===== src/rtl/keypad_scanner_if.sv =====
// Keypad scanner pin and result bundle: matrix row/column lines plus the decoded key outputs.
interface keypad_scanner_if;
    logic [3:0] COL;
    logic [3:0] ROW;
    logic [3:0] key_code;
    logic       key_valid;
    logic       key_held;

    modport master (
        input  COL,
        output ROW,
        output key_code,
        output key_valid,
        output key_held
    );

    modport slave (
        output COL,
        input  ROW,
        input  key_code,
        input  key_valid,
        input  key_held
    );
endinterface


===== src/rtl/keypad_scanner.sv =====
// 4x4 matrix keypad scanner with frame-based debounce, one key code per press.
// Optional auto-repeat while a key is held: define KEYPAD_REPEAT_EN.
module keypad_scanner #(
    parameter int unsigned SCAN_DIV        = 250000,
    parameter int unsigned DEBOUNCE_FRAMES = 4,
    parameter int unsigned REPEAT_FRAMES   = 32
) (
    input  logic             CCLK,
    input  logic             RST_N,
    keypad_scanner_if.master kp
);
    localparam int unsigned PW  = (SCAN_DIV > 1) ? $clog2(SCAN_DIV) : 1;
    localparam int unsigned CW  = $clog2(DEBOUNCE_FRAMES + 1);

    if (SCAN_DIV < 4) begin : g_bad_div
        $error("SCAN_DIV must be at least 4");
    end
    if (DEBOUNCE_FRAMES < 1) begin : g_bad_deb
        $error("DEBOUNCE_FRAMES must be at least 1");
    end
    if (REPEAT_FRAMES < 1) begin : g_bad_rep
        $error("REPEAT_FRAMES must be at least 1");
    end

    typedef enum logic [1:0] {IDLE, DEBOUNCE, HELD, RELEASE} state_t;

    logic [3:0]    col_s1, col_s2;
    logic [PW-1:0] presc_q;
    logic [1:0]    row_idx_q;
    logic [3:0]    row_q;
    logic [1:0]    acc_hits_q;
    logic [3:0]    acc_code_q;

    state_t        state_q, state_d;
    logic [CW-1:0] cnt_q, cnt_d;
    logic [3:0]    cand_q, cand_d;
    logic [3:0]    code_q, code_d;
    logic          valid_q, valid_d;
    logic          held_q, held_d;

    logic          step_c, frame_end_c;
    logic [2:0]    row_hits_c, sum_hits_c;
    logic [1:0]    row_col_c, frame_hits_c;
    logic [3:0]    frame_code_c;
    logic          none_c, single_c;

`ifdef KEYPAD_REPEAT_EN
    localparam int unsigned RPW = $clog2(REPEAT_FRAMES + 1);
    logic [RPW-1:0] rep_q, rep_d;
`endif

    assign step_c      = (presc_q == PW'(SCAN_DIV - 1));
    assign frame_end_c = step_c && (row_idx_q == 2'd3);

    // Low columns on the current row, folded into the running frame tally (saturates at 2 = MULTI)
    always_comb begin
        row_hits_c = 3'd0;
        row_col_c  = 2'd0;
        for (int i = 0; i < 4; i++) begin
            if (!col_s2[i]) begin
                row_hits_c = row_hits_c + 3'd1;
                row_col_c  = 2'(i);
            end
        end
        sum_hits_c   = {1'b0, acc_hits_q} + row_hits_c;
        frame_hits_c = (sum_hits_c >= 3'd2) ? 2'd2 : sum_hits_c[1:0];
        frame_code_c = (acc_hits_q == 2'd0) ? {row_idx_q, row_col_c} : acc_code_q;
        none_c       = (frame_hits_c == 2'd0);
        single_c     = (frame_hits_c == 2'd1);
    end

    // Column synchroniser, prescaler, row drive and per-frame accumulation
    always_ff @(posedge CCLK or negedge RST_N) begin
        if (!RST_N) begin
            col_s1     <= 4'hF;
            col_s2     <= 4'hF;
            presc_q    <= '0;
            row_idx_q  <= 2'd0;
            row_q      <= 4'b1110;
            acc_hits_q <= 2'd0;
            acc_code_q <= 4'd0;
        end else begin
            col_s1 <= kp.COL;
            col_s2 <= col_s1;
            if (step_c) begin
                presc_q   <= '0;
                row_idx_q <= row_idx_q + 2'd1;
                row_q     <= ~(4'b0001 << (row_idx_q + 2'd1));
                if (frame_end_c) begin
                    acc_hits_q <= 2'd0;
                    acc_code_q <= 4'd0;
                end else begin
                    acc_hits_q <= frame_hits_c;
                    acc_code_q <= frame_code_c;
                end
            end else begin
                presc_q <= presc_q + PW'(1);
            end
        end
    end

    always_ff @(posedge CCLK or negedge RST_N) begin
        if (!RST_N) begin
            state_q <= IDLE;
            cnt_q   <= '0;
            cand_q  <= 4'd0;
            code_q  <= 4'd0;
            valid_q <= 1'b0;
            held_q  <= 1'b0;
`ifdef KEYPAD_REPEAT_EN
            rep_q   <= '0;
`endif
        end else begin
            state_q <= state_d;
            cnt_q   <= cnt_d;
            cand_q  <= cand_d;
            code_q  <= code_d;
            valid_q <= valid_d;
            held_q  <= held_d;
`ifdef KEYPAD_REPEAT_EN
            rep_q   <= rep_d;
`endif
        end
    end

    // Debounce FSM; only moves on the frame-end cycle
    always_comb begin
        state_d = state_q;
        cnt_d   = cnt_q;
        cand_d  = cand_q;
        code_d  = code_q;
        valid_d = 1'b0;
        held_d  = held_q;
`ifdef KEYPAD_REPEAT_EN
        rep_d   = rep_q;
`endif
        if (frame_end_c) begin
            case (state_q)
                IDLE: begin
                    if (single_c) begin
                        cand_d = frame_code_c;
                        cnt_d  = CW'(1);
                        if (DEBOUNCE_FRAMES == 1) begin
                            code_d  = frame_code_c;
                            valid_d = 1'b1;
                            held_d  = 1'b1;
                            state_d = HELD;
`ifdef KEYPAD_REPEAT_EN
                            rep_d   = '0;
`endif
                        end else begin
                            state_d = DEBOUNCE;
                        end
                    end
                end
                DEBOUNCE: begin
                    if (single_c && (frame_code_c == cand_q)) begin
                        cnt_d = cnt_q + CW'(1);
                        if ((cnt_q + CW'(1)) == CW'(DEBOUNCE_FRAMES)) begin
                            code_d  = cand_q;
                            valid_d = 1'b1;
                            held_d  = 1'b1;
                            state_d = HELD;
`ifdef KEYPAD_REPEAT_EN
                            rep_d   = '0;
`endif
                        end
                    end else begin
                        cnt_d   = '0;
                        state_d = IDLE;
                    end
                end
                HELD: begin
                    if (none_c) begin
                        cnt_d = CW'(1);
                        if (DEBOUNCE_FRAMES == 1) begin
                            held_d  = 1'b0;
                            state_d = IDLE;
`ifdef KEYPAD_REPEAT_EN
                            rep_d   = '0;
`endif
                        end else begin
                            state_d = RELEASE;
                        end
                    end else begin
`ifdef KEYPAD_REPEAT_EN
                        if (rep_q == RPW'(REPEAT_FRAMES - 1)) begin
                            valid_d = 1'b1;
                            rep_d   = '0;
                        end else begin
                            rep_d = rep_q + RPW'(1);
                        end
`endif
                    end
                end
                RELEASE: begin
                    if (none_c) begin
                        cnt_d = cnt_q + CW'(1);
                        if ((cnt_q + CW'(1)) == CW'(DEBOUNCE_FRAMES)) begin
                            held_d  = 1'b0;
                            state_d = IDLE;
`ifdef KEYPAD_REPEAT_EN
                            rep_d   = '0;
`endif
                        end
                    end else begin
                        state_d = HELD;
                    end
                end
                default: state_d = IDLE;
            endcase
        end
    end

    assign kp.ROW       = row_q;
    assign kp.key_code  = code_q;
    assign kp.key_valid = valid_q;
    assign kp.key_held  = held_q;

endmodule


===== src/flat_wrapper.sv =====
// flat-port wrapper written by rule: the top's interface ports become plain ports
module keypad_scanner_flat 
#(
    parameter int unsigned SCAN_DIV        = 250000,
    parameter int unsigned DEBOUNCE_FRAMES = 4,
    parameter int unsigned REPEAT_FRAMES   = 32
)
  (CCLK, RST_N, kp_COL, kp_ROW, kp_key_code, kp_key_valid, kp_key_held);
  keypad_scanner_if kp_i ();
  input  logic CCLK;
  input  logic RST_N;
  input wire logic [$bits(kp_i.COL)-1:0] kp_COL;
  output wire logic [$bits(kp_i.ROW)-1:0] kp_ROW;
  output wire logic [$bits(kp_i.key_code)-1:0] kp_key_code;
  output wire logic [$bits(kp_i.key_valid)-1:0] kp_key_valid;
  output wire logic [$bits(kp_i.key_held)-1:0] kp_key_held;
  assign kp_i.COL = kp_COL;
  assign kp_ROW = kp_i.ROW;
  assign kp_key_code = kp_i.key_code;
  assign kp_key_valid = kp_i.key_valid;
  assign kp_key_held = kp_i.key_held;
  keypad_scanner #(.SCAN_DIV(SCAN_DIV), .DEBOUNCE_FRAMES(DEBOUNCE_FRAMES), .REPEAT_FRAMES(REPEAT_FRAMES)) u_core (.CCLK(CCLK), .RST_N(RST_N), .kp(kp_i));
endmodule

===== config.mk =====
export PLATFORM = sky130hd
export DESIGN_NAME = keypad_scanner_flat
export DESIGN_NICKNAME = d
export VERILOG_FILES = /design/src/rtl/keypad_scanner_if.sv /design/src/rtl/keypad_scanner.sv /design/src/flat_wrapper.sv
export SDC_FILE = /design/constraint.sdc
export NUM_CORES = 1
export LEC_CHECK = 0
export ABC_AREA = 1
export CAP_MARGIN = 10
export CORE_MARGIN = 2
export CORE_UTILIZATION = 30
export CTS_CLUSTER_SIZE = 40
export DETAILED_ROUTE_END_ITERATION = 10
export GPL_TIMING_DRIVEN = 1
export PLACE_DENSITY_LB_ADDON = 0.2
export SETUP_SLACK_MARGIN = 0.5
export SLEW_MARGIN = 20
export SYNTH_ARGS = -nofsm -noshare
export SYNTH_HDL_FRONTEND = slang
export SYNTH_SLANG_ARGS = --single-unit

===== constraint.sdc =====
create_clock -name CCLK -period 6.9 [get_ports CCLK]
set_input_delay 1.035 -clock CCLK [delete_from_list [all_inputs] [get_ports CCLK]]
set_output_delay 1.035 -clock CCLK [all_outputs]
set_load 0.01 [all_outputs]

After elaboration in Yosys (flattened, before gate mapping)
Index checks and enable logic that the tools add are counted.

operators by class
  add/subtract/negate cells = 7
  $lt $le $gt $ge = 1
  equality and inequality tests = 16
  shift operators = 1
  muxes and demuxes = 33
  bitwise gates (word level) = 1
  reductions and logical operators = 11

operators by type and width
  kind                                                               number
  two-way mux 3 bit                                                  7
  two-way mux 2 bit                                                  10
  adder 18 x 1 -> 18 bit, second input constant                      1
  equality test 18 bit, second input constant                        1
  two-way mux 18 bit                                                 1
  != test 2 x 1 -> 1 bit, second input constant                      6
  one-hot mux 3 bit (4 select lines)                                 1
  two-way mux 1 bit                                                  10
  adder 3 x 1 -> 3 bit, second input constant                        3
  two-way mux 4 bit                                                  2
  one-hot mux 2 bit (4 select lines)                                 1
  AND reduction 4 bit                                                2
  equality test 2 bit, second input constant                         3
  zero test 2 bit                                                    3
  != test 3 bit, second input constant                               2
  AND reduction 6 bit                                                1
  AND reduction 5 bit                                                1
  equality test 2 x 1 -> 1 bit, second input constant                2
  equality test 4 bit                                                1
  NOT 4 bit                                                          1
  << shifter 1 x 2 -> 4 bit, first input constant                    1
  adder 2 x 3 -> 3 bit                                               1
  equality test 3 bit, second input constant                         1
  greater-or-equal comparator 3 x 2 -> 1 bit, second input constant  1
  other kinds (6)                                                    7

storage, ports and cells
  flip-flop bits (word level) = 53
  input port bits = 6
  output and inout port bits = 10
  logic and storage cells = 83

Depth between registers and ports, before layout
  word-level depth = 15
  gate-level depth with buffers = 21

Least setup slack after synthesis
Ideal clock, no wire load.

  path kind = register to register
  start = reg u_core.col_s2[0]
  end = reg u_core.code_q[0] (netlist: u_core.kp.key_code[0])
  library setup time = 0.117 ns
  arrival = 2.780 ns
  required time = 6.783 ns
  setup slack = 4.003 ns
  stages on the path, launching flop included = 20
  buffers on the path = 0
  period minus slack after synthesis = 2.897 ns
  cell sequence = dfstp_2 > inv_1 > ha_1 > xnor2_1 > ha_1 > nand2_1 > nand2_1 > fa_1 > inv_1 > nand3_1 > nand2_1 > nand2_1 > nand2_1 > nand3_1 > inv_1 > nand3_1 > inv_2 > nand3_2 > nand2_1 > nand2_1

on the way
  cells in the longest elaborated chain, start to end = 13

ends and longest elaborated chain
  what                                        line                   text
  from (decl)                                 keypad_scanner.sv:27   logic [3:0] col_s1, col_s2;
  from (signal assigned)                      keypad_scanner.sv:84   col_s2 <= col_s1;
  two-way mux 1 bit (*)                       keypad_scanner.sv:60   if (!col_s2[i]) begin
  adder 1 x 1 -> 2 bit                        keypad_scanner.sv:61   row_hits_c = row_hits_c + 3'd1;
  two-way mux 3 bit (*)                       keypad_scanner.sv:60
  adder 3 x 1 -> 3 bit                        keypad_scanner.sv:61
  two-way mux 3 bit (*)                       keypad_scanner.sv:60
  adder 3 x 1 -> 3 bit                        keypad_scanner.sv:61
  two-way mux 3 bit (*)                       keypad_scanner.sv:60
  adder 2 x 3 -> 3 bit (*)                    keypad_scanner.sv:65   sum_hits_c = {1'b0, acc_hits_q} + row_hits_c;
  greater-or-equal comparator 3 x 2 -> 1 bit  keypad_scanner.sv:66   frame_hits_c = (sum_hits_c >= 3'd2) ? 2'd2 : sum_hits_c[1:0];
  two-way mux 2 bit (*)                       keypad_scanner.sv:66
  equality test 2 x 1 -> 1 bit (*)            keypad_scanner.sv:69   single_c = (frame_hits_c == 2'd1);
  logical AND 1 bit (*)                       keypad_scanner.sv:157  if (single_c && (frame_code_c == cand_q)) begin
  AND reduction 4 bit (no line) (*)           -
  to (signal assigned)                        keypad_scanner.sv:117  code_q <= code_d;
  to (decl)                                   keypad_scanner.sv:37   logic [3:0] code_q, code_d;

Mark *: on every way between the ends. The rest lies on a longest branch, timed or not.
A chain may end at the register's enable or synchronous reset.

Final worst setup path
Ends and elaborated chain as after synthesis.

==> results.json <==
{
  "synth_area_sq_um": 2790,
  "nets": 381,
  "ys_types": 28,
  "p_sw_share_pct": 22.8,
  "place_hpwl_um": 4110,
  "post-route-period-util_pct": 46.0,
  "slowest_stage": "dfstp_2",
  "critPathRequiredTime_ns": 7.10,
  "critical_path.top_delay_family": "adder cells",
  "grt_overflow": 0,
  "cts.path.max_buffers": 2,
  "arrival_ns": 3.38,
  "placed_cell_area_sq_um": 3070,
  "gp_congestion": 0.770,
  "p_sw_mw": 0.128,
  "port_buffers": 15,
  "grt_usage_pct": 12.4,
  "end_kind": "flop",
  "drv_slew": 0,
  "grt_pass1_vias": 2198,
  "p_comb_share_pct": 5.5,
  "worstSetupPathType": "flop to flop",
  "grt_start_max_net_pins": 54,
  "yosys.area.top_type": "dfrtp_1",
  "tightest_slew_ns": 0.687,
  "max_freq_mhz": 315,
  "htreeDepth": 2,
  "synthMostInstantiatedCell": "nand2_1",
  "grt_first_pass_wirelength_um": 10000,
  "ys_ff_latch": 53,
  "drive_gt1_share_pct": 11.5,
  "finClkSkew_ns": 0.00777,
  "crit_top_cell": "nand2_1",
  "fin_crit_ns": 3.17,
  "cts_buffers": 5,
  "cellLeakagePower_nw": 1.60,
  "post_cts_buffers": 0,
  "fp.dieH_um": 100,
  "drtAntennaViolNets": 0,
  "netlist.area_leader.share_pct": 37.7,
  "rows": 35,
  "cts_sinks": 53,
  "wl_um": 5560,
  "synth-edff-count": 0,
  "cts-root-buf": "clkbuf_8",
  "pwr-share-clk_pct": 38.2,
  "cts_resized": 0,
  "max_slew_margin_pct": 54.2,
  "path_cells": "inv_1 -> ha_1 -> xnor2_1 -> xor2_1 -> inv_1 -> ha_1 -> fa_1 -> inv_1 -> nand3_1 -> nand2_1 -> nand2_1 -> nand2_1 -> nand3_1 -> inv_1 -> nand3_1 -> inv_2 -> nand3_2 -> nand2_1 -> nand2_1",
  "outcome": "finished clean",
  "drt-pass1-iter-count": 4,
  "initial_utilization_pct": 30.5,
  "whs_ns": 0.360,
  "cts_tree": "done",
  "antenna_found_initial": 0,
  "setup-tns-final_ns": 0,
  "ys_warn_count": 0,
  "viasPerCell": 4.50,
  "hold_violations": 0,
  "start_kind": "flop",
  "crit_buf_inv": 5,
  "max_cap_viol_count": 0,
  "core_area_sq_um": 9150,
  "rsz0062_at_grt": "false",
  "areaGrowthSynthToFinish_pct": 14.1,
  "min_path_type": "flop to flop",
  "ys_seq_area_share_pct": 48.0,
  "crit_fanout": 6,
  "drcViolationCount": 0,
  "p_seq_share_pct": 56.3,
  "fp.dieW_um": 100,
  "synth_top_flop_cell": "dfrtp_1",
  "setup_viol": 0,
  "p_per_area_nw_per_um2": 176,
  "via_count": 2138,
  "die_area_sq_um": 10100,
  "syn_avg_cell_area_sq_um": 8.16,
  "intPower_mw": 0.434,
  "insertedDiodeCount": 0,
  "syn_inst": 342,
  "async_flop_share_pct": 100,
  "synth_nets": 360,
  "clk_transition_reported_paths_ns": 0.10,
  "insertion_delay_ns": 0.30,
  "final_cell_area_sq_um": 3190,
  "slowest_delay_ns": 0.54,
  "ir_drop_uv": 77.2,
  "io_pins": 16,
  "drt_iter0_drc": 37,
  "synth_area_leaders": "dfrtp_1 (38%), nand2_1 (12%), dfstp_2 (10%)",
  "wl_per_cell_um": 11.7,
  "holdBufCountCts": 0,
  "synth.top_cells.by_count": "nand2_1 (86), inv_1 (57), dfrtp_1 (42), nand3_1 (26), nor2_1 (23)"
}
routing by layer:
layer  wire [um]  GRT usage (%)
met2        2720           21.6
met4          46           3.16
met3         128           2.70
met1        2670           15.5
met5           0              0
state kept, by name (all words and copies together) (netlist names), 3 cells and up:
register,cells
u_core.kp.ROW,4
u_core.col_s1,4
u_core.cand_q,4
u_core.cnt_q,3
u_core.col_s2,4
u_core.kp.key_code,4
u_core.acc_code_q,4
u_core.presc_q,18
cells by family (layout without fill, tap and decap cells):
logic type      after synthesis  count (layout)  synth area share [%]
xor+xnor                      8               8                  2.51
buf+inv                      65              87                  8.88
simple gates                169             169                  28.1
compound gates               35              35                  6.86
fa+ha+maj                    12              12                  5.65
flops                        53              53                  48.0
worst register-to-register path: stages (launching register included):
cell,delay (ns)
dfstp_2,0.54
inv_1,0.04
ha_1,0.31
xnor2_1,0.23
xor2_1,0.17
inv_1,0.05
ha_1,0.21
fa_1,0.42
inv_1,0.07
nand3_1,0.08
nand2_1,0.08
nand2_1,0.04
nand2_1,0.08
nand3_1,0.12
inv_1,0.13
nand3_1,0.17
inv_2,0.09
nand3_2,0.11
nand2_1,0.09
nand2_1,0.05
power groups by stage:
| stage | Sequential, mW | Clock, mW | Combinational (mW) |
|---|---|---|---|
| 2_1_floorplan | 0.322 | 0 | 0.0184 |
| 3_3_place_gp | 0.322 | 0 | 0.0315 |
| 3_5_place_dp | 0.322 | 0 | 0.0319 |
| 4_1_cts | 0.317 | 0.229 | 0.0321 |
| 5_1_grt | 0.317 | 0.240 | 0.0365 |
| 6_report | 0.317 | 0.215 | 0.0310 |
cell type report:
class                           instances  area [sq um]
Sequential cell                        53          1340
Clock buffer                            5          68.8
Clock inverter                          3          43.8
Fill cell                             964          5970
Tap cell                              111           139
Inverter                               63           238
Multi-Input combinational cell        224          1200
Timing Repair Buffer                   16           153
cell usage in the layout, fill, tap and decap left out, types with 7 or more instances in the layout:
| cell type | n |
|---|---|
| o21ai_1 | 7 |
| dfstp_2 | 11 |
| dfrtp_1 | 42 |
| nand4_1 | 15 |
| a21oi_1 | 7 |
| nand3_1 | 26 |
| nand2_1 | 86 |
| clkdlybuf4s50_1 | 14 |
| o21ai_0 | 12 |
| nor2_1 | 23 |
| inv_1 | 57 |
| ha_1 | 11 |
metrics by stage:
stage | power, mW | utilization (%) | setup WS (ns) | cells
5_1_grt | 0.593 | 34.8 | 3.40 | 475
3_3_place_gp | 0.354 | 33.6 | 3.85 | 467
6_report | 0.562 | 34.8 | 3.73 | 475
4_1_cts | 0.578 | 34.8 | 3.68 | 475
3_5_place_dp | 0.354 | 33.6 | 3.71 | 467
2_1_floorplan | 0.340 | - | 4.00 | 342
worst paths after layout:
check / slack [ns] / from / endpoint / cells after the start
worst max-delay path: 3.73 / u_core.col_s2[0] / u_core.kp.key_code[0] / 19
worst min-delay path: 0.36 / u_core.col_s1[3] / u_core.col_s2[3] / 0
worst max register to register: 3.73 / u_core.col_s2[0] / u_core.kp.key_code[0] / 19
worst min register to register: 0.36 / u_core.col_s1[3] / u_core.col_s2[3] / 0
max in group asynchronous: 5.59 / RST_N / u_core.cand_q[2] / 2
min in group asynchronous: 0.82 / RST_N / u_core.presc_q[10] / 2
Note: power is estimated with default switching activity, not from simulation.
